$ cat config.mk
export PLATFORM = sky130hd
export DESIGN_NAME = dmem_sched_flat
export DESIGN_NICKNAME = d
export VERILOG_FILES = /design/src/rtl/dmem_sched_if.sv /design/src/rtl/dmem_sched.sv /design/src/flat_wrapper.sv
export SDC_FILE = /design/constraint.sdc
export NUM_CORES = 1
export LEC_CHECK = 0
export CAP_MARGIN = 20
export CORE_AREA = 2 2 91 93
export CTS_CLUSTER_DIAMETER = 60
export CTS_CLUSTER_SIZE = 8
export DETAILED_ROUTE_END_ITERATION = 16
export DIE_AREA = 0 0 93 95
export MAX_ROUTING_LAYER = met4
export PLACE_DENSITY = 0.76
export SETUP_SLACK_MARGIN = 0.5
export SLEW_MARGIN = 20
export SYNTH_ARGS = -nofsm -noshare
export SYNTH_HDL_FRONTEND = slang
export SYNTH_SLANG_ARGS = --single-unit
$ cat constraint.sdc
create_clock -name clk -period 2.6 [get_ports clk]
set_input_delay 0.52 -clock clk [delete_from_list [all_inputs] [get_ports clk]]
set_output_delay 0.52 -clock clk [all_outputs]
set_load 0.05 [all_outputs]
$ cat src/rtl/dmem_sched_if.sv
// Data-memory scheduler bus bundle.
// Groups the load-unit, store-buffer and memory-port signals of dmem_sched.
//   master : load unit / store buffer / memory side (drives the i_* signals)
//   slave  : the scheduler itself (drives the o_* signals)
// Load unit    : i_ld_req, i_ld_addr, i_ld_kill, o_ld_ack, o_ld_rsp_vld, o_ld_rsp_data
// Store buffer : i_stbuf_pend, i_ret_stbuf, i_ret_stbuf_addr, i_ret_stbuf_data, o_dmem_occupy
// Memory port  : o_dmem_en, o_dmem_we, o_dmem_addr, o_dmem_wdata, i_dmem_rdata
interface dmem_sched_if #(
    parameter int ADDR_W = 32,
    parameter int DATA_W = 32
);
    logic              i_ld_req;
    logic [ADDR_W-1:0] i_ld_addr;
    logic              o_ld_ack;
    logic              i_ld_kill;
    logic              o_ld_rsp_vld;
    logic [DATA_W-1:0] o_ld_rsp_data;
    logic              i_stbuf_pend;
    logic              o_dmem_occupy;
    logic              i_ret_stbuf;
    logic [ADDR_W-1:0] i_ret_stbuf_addr;
    logic [DATA_W-1:0] i_ret_stbuf_data;
    logic              o_dmem_en;
    logic              o_dmem_we;
    logic [ADDR_W-1:0] o_dmem_addr;
    logic [DATA_W-1:0] o_dmem_wdata;
    logic [DATA_W-1:0] i_dmem_rdata;

    modport master (
        output i_ld_req, i_ld_addr, i_ld_kill,
        output i_stbuf_pend, i_ret_stbuf, i_ret_stbuf_addr, i_ret_stbuf_data,
        output i_dmem_rdata,
        input  o_ld_ack, o_ld_rsp_vld, o_ld_rsp_data, o_dmem_occupy,
        input  o_dmem_en, o_dmem_we, o_dmem_addr, o_dmem_wdata
    );

    modport slave (
        input  i_ld_req, i_ld_addr, i_ld_kill,
        input  i_stbuf_pend, i_ret_stbuf, i_ret_stbuf_addr, i_ret_stbuf_data,
        input  i_dmem_rdata,
        output o_ld_ack, o_ld_rsp_vld, o_ld_rsp_data, o_dmem_occupy,
        output o_dmem_en, o_dmem_we, o_dmem_addr, o_dmem_wdata
    );
endinterface

$ cat src/rtl/dmem_sched.sv
// Single-port data-memory scheduler: shares the memory port between the load
// unit and store-buffer retirement, sequences fixed-latency reads and keeps a
// continuous load stream from starving committed stores.
// Ports:
//   clk : clock
//   rst : synchronous active-high reset
//   bus : dmem_sched_if.slave (load unit, store buffer and memory port)
//
// state   | meaning
// --------+--------------------------------------------------------------
// IDLE    | port free; a load may be granted or a store may retire
// LD_WAIT | read in flight; port held busy for LD_LAT-1 more cycles
module dmem_sched #(
    parameter int ADDR_W     = 32,
    parameter int DATA_W     = 32,
    parameter int LD_LAT     = 2,
    parameter int STARVE_MAX = 4
) (
    input logic         clk,
    input logic         rst,
    dmem_sched_if.slave bus
);
    typedef enum logic [0:0] {
        IDLE    = 1'b0,
        LD_WAIT = 1'b1
    } state_t;

    localparam logic [3:0] LAT_LOAD  = 4'(LD_LAT - 1);
    localparam logic [3:0] STARVE_TC = 4'(STARVE_MAX);

    state_t            state, state_nxt;
    logic [3:0]        lat_cnt, lat_cnt_nxt;
    logic [3:0]        starve_cnt;
    logic              rd_out, rd_out_nxt;
    logic              kill_flag, kill_flag_nxt;
    logic              starve;
    logic              grant_ld;
    logic              occupy;
    logic              rsp_vld;
    logic              mem_en;
    logic              mem_we;
    logic [ADDR_W-1:0] mem_addr;
    logic [DATA_W-1:0] mem_wdata;
    logic [DATA_W-1:0] rsp_data;

    assign starve = bus.i_stbuf_pend && (starve_cnt == STARVE_TC);

    always_ff @(posedge clk) begin
        if (rst) begin
            state     <= IDLE;
            lat_cnt   <= '0;
            rd_out    <= 1'b0;
            kill_flag <= 1'b0;
        end else begin
            state     <= state_nxt;
            lat_cnt   <= lat_cnt_nxt;
            rd_out    <= rd_out_nxt;
            kill_flag <= kill_flag_nxt;
        end
    end

    // Counts cycles a committed store has waited; blocked cycles in LD_WAIT count too.
    always_ff @(posedge clk) begin
        if (rst) begin
            starve_cnt <= '0;
        end else if (bus.i_ret_stbuf || !bus.i_stbuf_pend) begin
            starve_cnt <= '0;
        end else if (starve_cnt != STARVE_TC) begin
            starve_cnt <= starve_cnt + 4'd1;
        end
    end

    // rd_out marks a read issued in an earlier cycle whose data is not yet
    // delivered. Because the port is busy until the response cycle, at most one
    // read is ever outstanding, and the response cycle is the first IDLE cycle
    // with rd_out set. occupy deliberately ignores i_ret_stbuf.
    always_comb begin
        state_nxt     = state;
        lat_cnt_nxt   = lat_cnt;
        rd_out_nxt    = rd_out;
        kill_flag_nxt = kill_flag;
        grant_ld      = 1'b0;
        occupy        = 1'b0;
        case (state)
            IDLE: begin
                grant_ld      = bus.i_ld_req && !starve;
                occupy        = grant_ld;
                rd_out_nxt    = grant_ld;
                kill_flag_nxt = 1'b0;
                if (grant_ld && (LD_LAT >= 2)) begin
                    state_nxt   = LD_WAIT;
                    lat_cnt_nxt = LAT_LOAD;
                end
            end
            LD_WAIT: begin
                occupy        = 1'b1;
                kill_flag_nxt = kill_flag || bus.i_ld_kill;
                lat_cnt_nxt   = lat_cnt - 4'd1;
                if (lat_cnt == 4'd1) begin
                    state_nxt = IDLE;
                end
            end
            default: begin
                state_nxt = IDLE;
            end
        endcase
    end

    // A kill arriving in the response cycle itself suppresses the response too;
    // a response landing in a reset cycle is dropped.
    always_comb begin
        rsp_vld   = (state == IDLE) && rd_out && !kill_flag && !bus.i_ld_kill && !rst;
        rsp_data  = rsp_vld ? bus.i_dmem_rdata : '0;
        mem_en    = grant_ld || bus.i_ret_stbuf;
        mem_we    = !grant_ld && bus.i_ret_stbuf;
        mem_addr  = '0;
        mem_wdata = '0;
        if (grant_ld) begin
            mem_addr = bus.i_ld_addr;
        end else if (bus.i_ret_stbuf) begin
            mem_addr  = bus.i_ret_stbuf_addr;
            mem_wdata = bus.i_ret_stbuf_data;
        end
    end

    assign bus.o_ld_ack      = grant_ld;
    assign bus.o_dmem_occupy = occupy;
    assign bus.o_ld_rsp_vld  = rsp_vld;
    assign bus.o_ld_rsp_data = rsp_data;
    assign bus.o_dmem_en     = mem_en;
    assign bus.o_dmem_we     = mem_we;
    assign bus.o_dmem_addr   = mem_addr;
    assign bus.o_dmem_wdata  = mem_wdata;
endmodule

$ cat src/flat_wrapper.sv
// flat-port wrapper written by rule: the top's interface ports become plain ports
module dmem_sched_flat 
#(
    parameter int ADDR_W     = 32,
    parameter int DATA_W     = 32,
    parameter int LD_LAT     = 2,
    parameter int STARVE_MAX = 4
)
  (clk, rst, bus_i_ld_req, bus_i_ld_addr, bus_i_ld_kill, bus_i_stbuf_pend, bus_i_ret_stbuf, bus_i_ret_stbuf_addr, bus_i_ret_stbuf_data, bus_i_dmem_rdata, bus_o_ld_ack, bus_o_ld_rsp_vld, bus_o_ld_rsp_data, bus_o_dmem_occupy, bus_o_dmem_en, bus_o_dmem_we, bus_o_dmem_addr, bus_o_dmem_wdata);
  dmem_sched_if #(.ADDR_W(ADDR_W), .DATA_W(DATA_W)) bus_i ();
  input logic clk;
  input logic rst;
  input wire logic [$bits(bus_i.i_ld_req)-1:0] bus_i_ld_req;
  input wire logic [$bits(bus_i.i_ld_addr)-1:0] bus_i_ld_addr;
  input wire logic [$bits(bus_i.i_ld_kill)-1:0] bus_i_ld_kill;
  input wire logic [$bits(bus_i.i_stbuf_pend)-1:0] bus_i_stbuf_pend;
  input wire logic [$bits(bus_i.i_ret_stbuf)-1:0] bus_i_ret_stbuf;
  input wire logic [$bits(bus_i.i_ret_stbuf_addr)-1:0] bus_i_ret_stbuf_addr;
  input wire logic [$bits(bus_i.i_ret_stbuf_data)-1:0] bus_i_ret_stbuf_data;
  input wire logic [$bits(bus_i.i_dmem_rdata)-1:0] bus_i_dmem_rdata;
  output wire logic [$bits(bus_i.o_ld_ack)-1:0] bus_o_ld_ack;
  output wire logic [$bits(bus_i.o_ld_rsp_vld)-1:0] bus_o_ld_rsp_vld;
  output wire logic [$bits(bus_i.o_ld_rsp_data)-1:0] bus_o_ld_rsp_data;
  output wire logic [$bits(bus_i.o_dmem_occupy)-1:0] bus_o_dmem_occupy;
  output wire logic [$bits(bus_i.o_dmem_en)-1:0] bus_o_dmem_en;
  output wire logic [$bits(bus_i.o_dmem_we)-1:0] bus_o_dmem_we;
  output wire logic [$bits(bus_i.o_dmem_addr)-1:0] bus_o_dmem_addr;
  output wire logic [$bits(bus_i.o_dmem_wdata)-1:0] bus_o_dmem_wdata;
  assign bus_i.i_ld_req = bus_i_ld_req;
  assign bus_i.i_ld_addr = bus_i_ld_addr;
  assign bus_i.i_ld_kill = bus_i_ld_kill;
  assign bus_i.i_stbuf_pend = bus_i_stbuf_pend;
  assign bus_i.i_ret_stbuf = bus_i_ret_stbuf;
  assign bus_i.i_ret_stbuf_addr = bus_i_ret_stbuf_addr;
  assign bus_i.i_ret_stbuf_data = bus_i_ret_stbuf_data;
  assign bus_i.i_dmem_rdata = bus_i_dmem_rdata;
  assign bus_o_ld_ack = bus_i.o_ld_ack;
  assign bus_o_ld_rsp_vld = bus_i.o_ld_rsp_vld;
  assign bus_o_ld_rsp_data = bus_i.o_ld_rsp_data;
  assign bus_o_dmem_occupy = bus_i.o_dmem_occupy;
  assign bus_o_dmem_en = bus_i.o_dmem_en;
  assign bus_o_dmem_we = bus_i.o_dmem_we;
  assign bus_o_dmem_addr = bus_i.o_dmem_addr;
  assign bus_o_dmem_wdata = bus_i.o_dmem_wdata;
  dmem_sched #(.ADDR_W(ADDR_W), .DATA_W(DATA_W), .LD_LAT(LD_LAT), .STARVE_MAX(STARVE_MAX)) u_core (.clk(clk), .rst(rst), .bus(bus_i));
endmodule
Word-level counts from Yosys, hierarchy flattened
Index checks and enable logic that the tools add are counted.
{ "op_classes": {"addsub": 2, "eq_ne": 4, "n_mux": 13, "n_bitwise": 1, "reduce_logical": 17} }
{ "ops": {"columns": ["operator", "n"], "rows": [
  ["2-to-1 mux 32 bit", 5],
  ["one-hot mux 4 bit (2 select lines)", 1],
  ["logical AND 1 bit", 7],
  ["zero test 1 bit", 6],
  ["one-hot mux 1 bit (2 select lines)", 3],
  ["adder 4 x 1 -> 4 bit (second input constant)", 1],
  ["== test 4 x 1 -> 1 bit (second input constant)", 1],
  ["== test 4 x 3 -> 1 bit (second input constant)", 1],
  ["2-to-1 mux 4 bit", 1],
  ["inequality test 4 x 3 -> 1 bit (second input constant)", 1],
  ["subtractor 4 x 1 -> 4 bit (second input constant)", 1],
  ["logical OR 1 bit", 3],
  ["2-to-1 mux 1 bit", 3],
  ["inequality test 2 x 1 -> 1 bit (second input constant)", 1],
  ["OR reduction 2 bit", 1],
  ["NOT 1 bit", 1]
]} }
{ "totals": {"ff_bits": 11, "inputBits": 134, "out_inout_bits": 101, "word_cells": 42} }

Depth between registers and ports, before layout
{ "depth": {"word_depth": 7, "mapped_depth": 7} }

Worst setup path before layout
No wires, ideal clock.
{ "synth_timing": {"kind": "register to output", "startpoint": "register u_core.starve_cnt[0]", "endpoint": "output port bus_o_dmem_addr[13]", "arrival_time_ns": 2.063, "required_ns": 2.080, "path_slack_ns": 0.017, "path_stages_with_launch": 8, "path_buffers": 2, "path_cell_list": "dfxtp_1 -> inv_1 -> ha_1 -> nand4b_1 -> nand3b_4 -> buf_8 -> buf_6 -> mux2i_1"} }
{ "synth_between": {"elab_chain_len": 6} }
{ "synth_lines": {"columns": ["item", "line_no", "rtl"], "rows": [
  ["from (decl)", "dmem_sched.sv:33", "logic [3:0] starve_cnt;"],
  ["from (signal assigned)", "dmem_sched.sv:69", "starve_cnt <= starve_cnt + 4'd1;"],
  ["== test 4 x 3 -> 1 bit", "dmem_sched.sv:46", "assign starve = bus.i_stbuf_pend && (starve_cnt == STARVE_TC);"],
  ["logical AND 1 bit", "dmem_sched.sv:46", null],
  ["zero test 1 bit", "dmem_sched.sv:86", "grant_ld = bus.i_ld_req && !starve;"],
  ["logical AND 1 bit", "dmem_sched.sv:86", null],
  ["2-to-1 mux 1 bit", "dmem_sched.sv:84", "case (state)"],
  ["2-to-1 mux 32 bit", "dmem_sched.sv:118", "if (grant_ld) begin"],
  ["to (decl)", "flat_wrapper.sv:27", "output wire logic [$bits(bus_i.o_dmem_addr)-1:0] bus_o_dmem_addr;"]
]} }
Every way passes these cells.

Final worst setup path
{ "layout_timing": {"startpoint": "input port bus_i_stbuf_pend", "endpoint": "output port bus_o_dmem_wdata[13]"} }
{ "layout_between": {"elab_chain_len": 5} }
{ "layout_lines": {"columns": ["item", "line_no", "rtl"], "rows": [
  ["from (decl)", "flat_wrapper.sv:16", "input wire logic [$bits(bus_i.i_stbuf_pend)-1:0] bus_i_stbuf_pend;"],
  ["logical AND 1 bit", "dmem_sched.sv:46", null],
  ["zero test 1 bit", "dmem_sched.sv:86", null],
  ["logical AND 1 bit", "dmem_sched.sv:86", null],
  ["2-to-1 mux 1 bit", "dmem_sched.sv:84", null],
  ["2-to-1 mux 32 bit", "dmem_sched.sv:118", null],
  ["to (decl)", "flat_wrapper.sv:28", "output wire logic [$bits(bus_i.o_dmem_wdata)-1:0] bus_o_dmem_wdata;"]
]} }
Every way passes these cells.

==> out/qor.csv <==
stage;metric;value;unit
cts;Worst-Skew Late Latency;0.24;ns
sta;worst hold slack;0.516;ns
cts;CTS clock-pin slew for the worst setup and hold paths;0.05;ns
die;Starting Density;20.9;%
sta;Slew Limit Fails;0;
drt;Final ANT Viol Nets;0;
logic_synthesis;area share of and/or/nand/nor cells after synthesis;42.3;%
finish;Antenna diodes;0;
logic_synthesis;Yosys warning total;0;
worst_setup_path;CP max stage delay;0.31;ns
logic_synthesis;ys async rst share;0;%
logic_synthesis;flops & latches, synth;11;
sta;Relative slew margins;59.9;%
logic_synthesis;xor and xnor fraction of the mapped netlist area;1.06;%
placement;Placer Congestion;0.744;
cts;clock sink count;11;
logic_synthesis;Post-Syn Instances;241;
sta;Setup-failing EPs final;0;
logic_synthesis;syn avg cell area;6.87;sq um
logic_synthesis;compound-cell area share of the yosys netlist;3.63;%
logic_synthesis;largest family of logic cells by synthesized area;simple AND/OR/NAND/NOR gates;
global_routing;vias in the first global route;2885;
sta;Final Hold Viols;0;
finish;area delta synth->final;285;%
logic_synthesis;Synth Area in Adders;3.02;%
die;die area;8840;sq um
cts;Max H-tree Level;1;
power_and_ir_drop;total power;1740;uW
worst_setup_path;crit path max fanout;6;
global_routing;GRT overflow;0;
cts;Root Buffer;clkbuf_8;
sta;Final period util;91.1;%
logic_synthesis;Yosys cell types;34;
die;FP Rows;33;
finish;layout cells sized above 1;50.2;%
worst_setup_path;worst r2r dst;u_core.lat_cnt[2];
cts;TritonCTS clock tree;done;
drt;final wirelength;10500;um
drt;drt first pass iters;4;
drt;DRC;0;
power_and_ir_drop;worst vdd ir;0.174;mV
hold_path;path type of the worst min-delay path;reg -> reg;
worst_setup_path;Crit-path slowest cell;bufbuf_16;
cts;cts hold-fix bufs;0;
cts;clock buffer depth;2;
worst_setup_path;Critical R2R Launch;u_core.starve_cnt[0];
drt;vias;2749;
logic_synthesis;Syn Nets;379;
finish;Fillers;443;
worst_setup_path;Critical Path RT;2.08;ns
cts;Num CTS Buffers;3;
worst_setup_path;crit path launch type;input pin;
placement;PortBufs;234;
finish;Final nets;635;
worst_setup_path;Critical Path AT;1.85;ns
flow_run;Max Cap Viol;0;
placement;DPL Wire Length;7690;um
drt;routed vias/inst;4.57;
power_and_ir_drop;Pleak;0.00269;uW
die;Ports;235;
worst_setup_path;Setup CP Type;in -> out;
power_and_ir_drop;Power Density;273;nW/um^2
drt;Starting DRT DRC Count;91;
die;CORE AREA;7930;sq um
worst_setup_path;Worst Setup SP;bus_i_stbuf_pend;
global_routing;global-route wire length before repair;14900;um
sta;fin crit period;2.37;ns
drt;wire per inst;17.5;um
worst_setup_path;Reg2Reg Depth;11;
sta;RSZ-0062 raised after global routing;true;
die;width of the die;93;um
global_routing;initial antenna violation count;0;
logic_synthesis;top_reg_cell synth;dfxtp_1;
logic_synthesis;Mapped Area;1660;sq um
logic_synthesis;post-synthesis sequential area ratio;13.3;%
global_routing;Total GRT Usage;22.0;%
sta;max frequency;422;MHz
global_routing;largest net degree at the start of global routing;40;
worst_setup_path;Critical Path Sink;bus_o_dmem_wdata[13];
worst_setup_path;crit end category;primary output;
sta;Worst Tran Pin Value;0.601;ns
logic_synthesis;Post-synth EDFFs;0;
finish;commonest non-fill, non-tap cells in the layout;clkdlybuf4s50_1 (128), buf_12 (108), and3_4 (56);
sta;Worst Skew;0.00455;ns
logic_synthesis;multiplexer share of the synthesized area;20.5;%
worst_setup_path;critical path cell sequence;dlygate4sd2_1 -> nand4b_1 -> buf_6 -> nand3b_4 -> bufbuf_16 -> and3_1 -> buf_12;
die;die height;95;um
worst_setup_path;r2r setup slk;0.88;ns
outcome;status;completed;
finish;commonest non-fill, non-tap cell in the layout;clkdlybuf4s50_1;
## repair_timing
item	4_1_cts	5_1_grt
cloned	9	1
setup endpoints to repair	101	99
buffers inserted	16	4
gates resized for setup	56	39
pin swaps	15	14
## report_power, final
part	total [uW]	switching (uW)	leakage, uW	internal [uW]
Sequential	196	18.2	0.0000922	178
Clock	169	61.6	0.0000228	107
Combinational	1380	614	0.00257	764
## cell type report
class / instances / area (sq um) / area share, %
sequential: 11 / 230 / 3.61
inverter: 38 / 148 / 2.31
timing repair buffer: 272 / 3930 / 61.6
clock buffer: 4 / 45.0 / 0.706
multi-input combinational: 171 / 1900 / 29.7
tap: 105 / 131 / 2.06
## worst min-delay path by stage
stage / endpoint / start / cells past startpoint
after floorplan: u_core.lat_cnt[0] / u_core.lat_cnt[0] / 2
after global placement: u_core.lat_cnt[3] / u_core.lat_cnt[3] / 2
after detailed placement: u_core.lat_cnt[3] / u_core.lat_cnt[3] / 2
after CTS: u_core.lat_cnt[3] / u_core.lat_cnt[3] / 2
after global routing: u_core.lat_cnt[3] / u_core.lat_cnt[3] / 2
final: u_core.lat_cnt[3] / u_core.lat_cnt[3] / 2
## logic make-up after synthesis
logic type | Yosys count
and+or+nand+nor | 121
buffers and inverters | 60
muxes | 34
DFF | 11
AOI/OAI and AO/OA | 9
adders and majority gates | 4
xor gates and xnor gates | 2
## worst max-delay path: cells and delay by family
family | cells | cell delay [ns]
and+or+nand+nor | 3 | 0.47
buffers and inverters | 4 | 0.86
## state kept, by name, summed over array words and instances, names as in the netlist
register and count:
u_core.starve_cnt 4, u_core.lat_cnt 4, u_core.kill_flag 1, u_core.state 1
u_core.rd_out 1
## synthesized netlist by cell type (2+ instances only)
library cell	count	area, sq um
nand2_1	34	128
ha_1	4	50.1
buf_2	8	40.0
mux2i_1	34	340
nor3_1	2	10.0
a21oi_1	4	20.0
and3_1	64	400
nor2_1	5	18.8
buf_6	2	22.5
nand2b_1	3	18.8
nand3b_1	2	15.0
clkbuf_1	10	37.5
dfxtp_1	11	220
inv_1	37	139
and2_1	2	12.5
## metal layers
layer  share of wire (%)  up-vias  global-route usage, %
li1                    -     1324                      -
met1                  36     1272                   22.6
met2                  57      147                   44.1
met3                 6.7        6                   3.67
met4                0.80        0                   4.04
met5                   0        -                      -
## metrics by stage
stage / util [%] / cells / cell area [sq um] / setup TNS, ns / setup slack (ns)
2_1_floorplan: - / 241 / 2100 / 0 / 0.452
4_1_cts: 77.7 / 596 / 6160 / 0 / 0.247
3_5_place_dp: 70.2 / 567 / 5570 / -0.00174 / -0.00174
3_3_place_gp: 70.2 / 567 / 5570 / 0 / 0.0353
5_1_grt: 80.5 / 601 / 6380 / 0 / 0.178
6_report: 80.5 / 601 / 6380 / 0 / 0.230
Note: power is estimated with default switching activity, not from simulation.
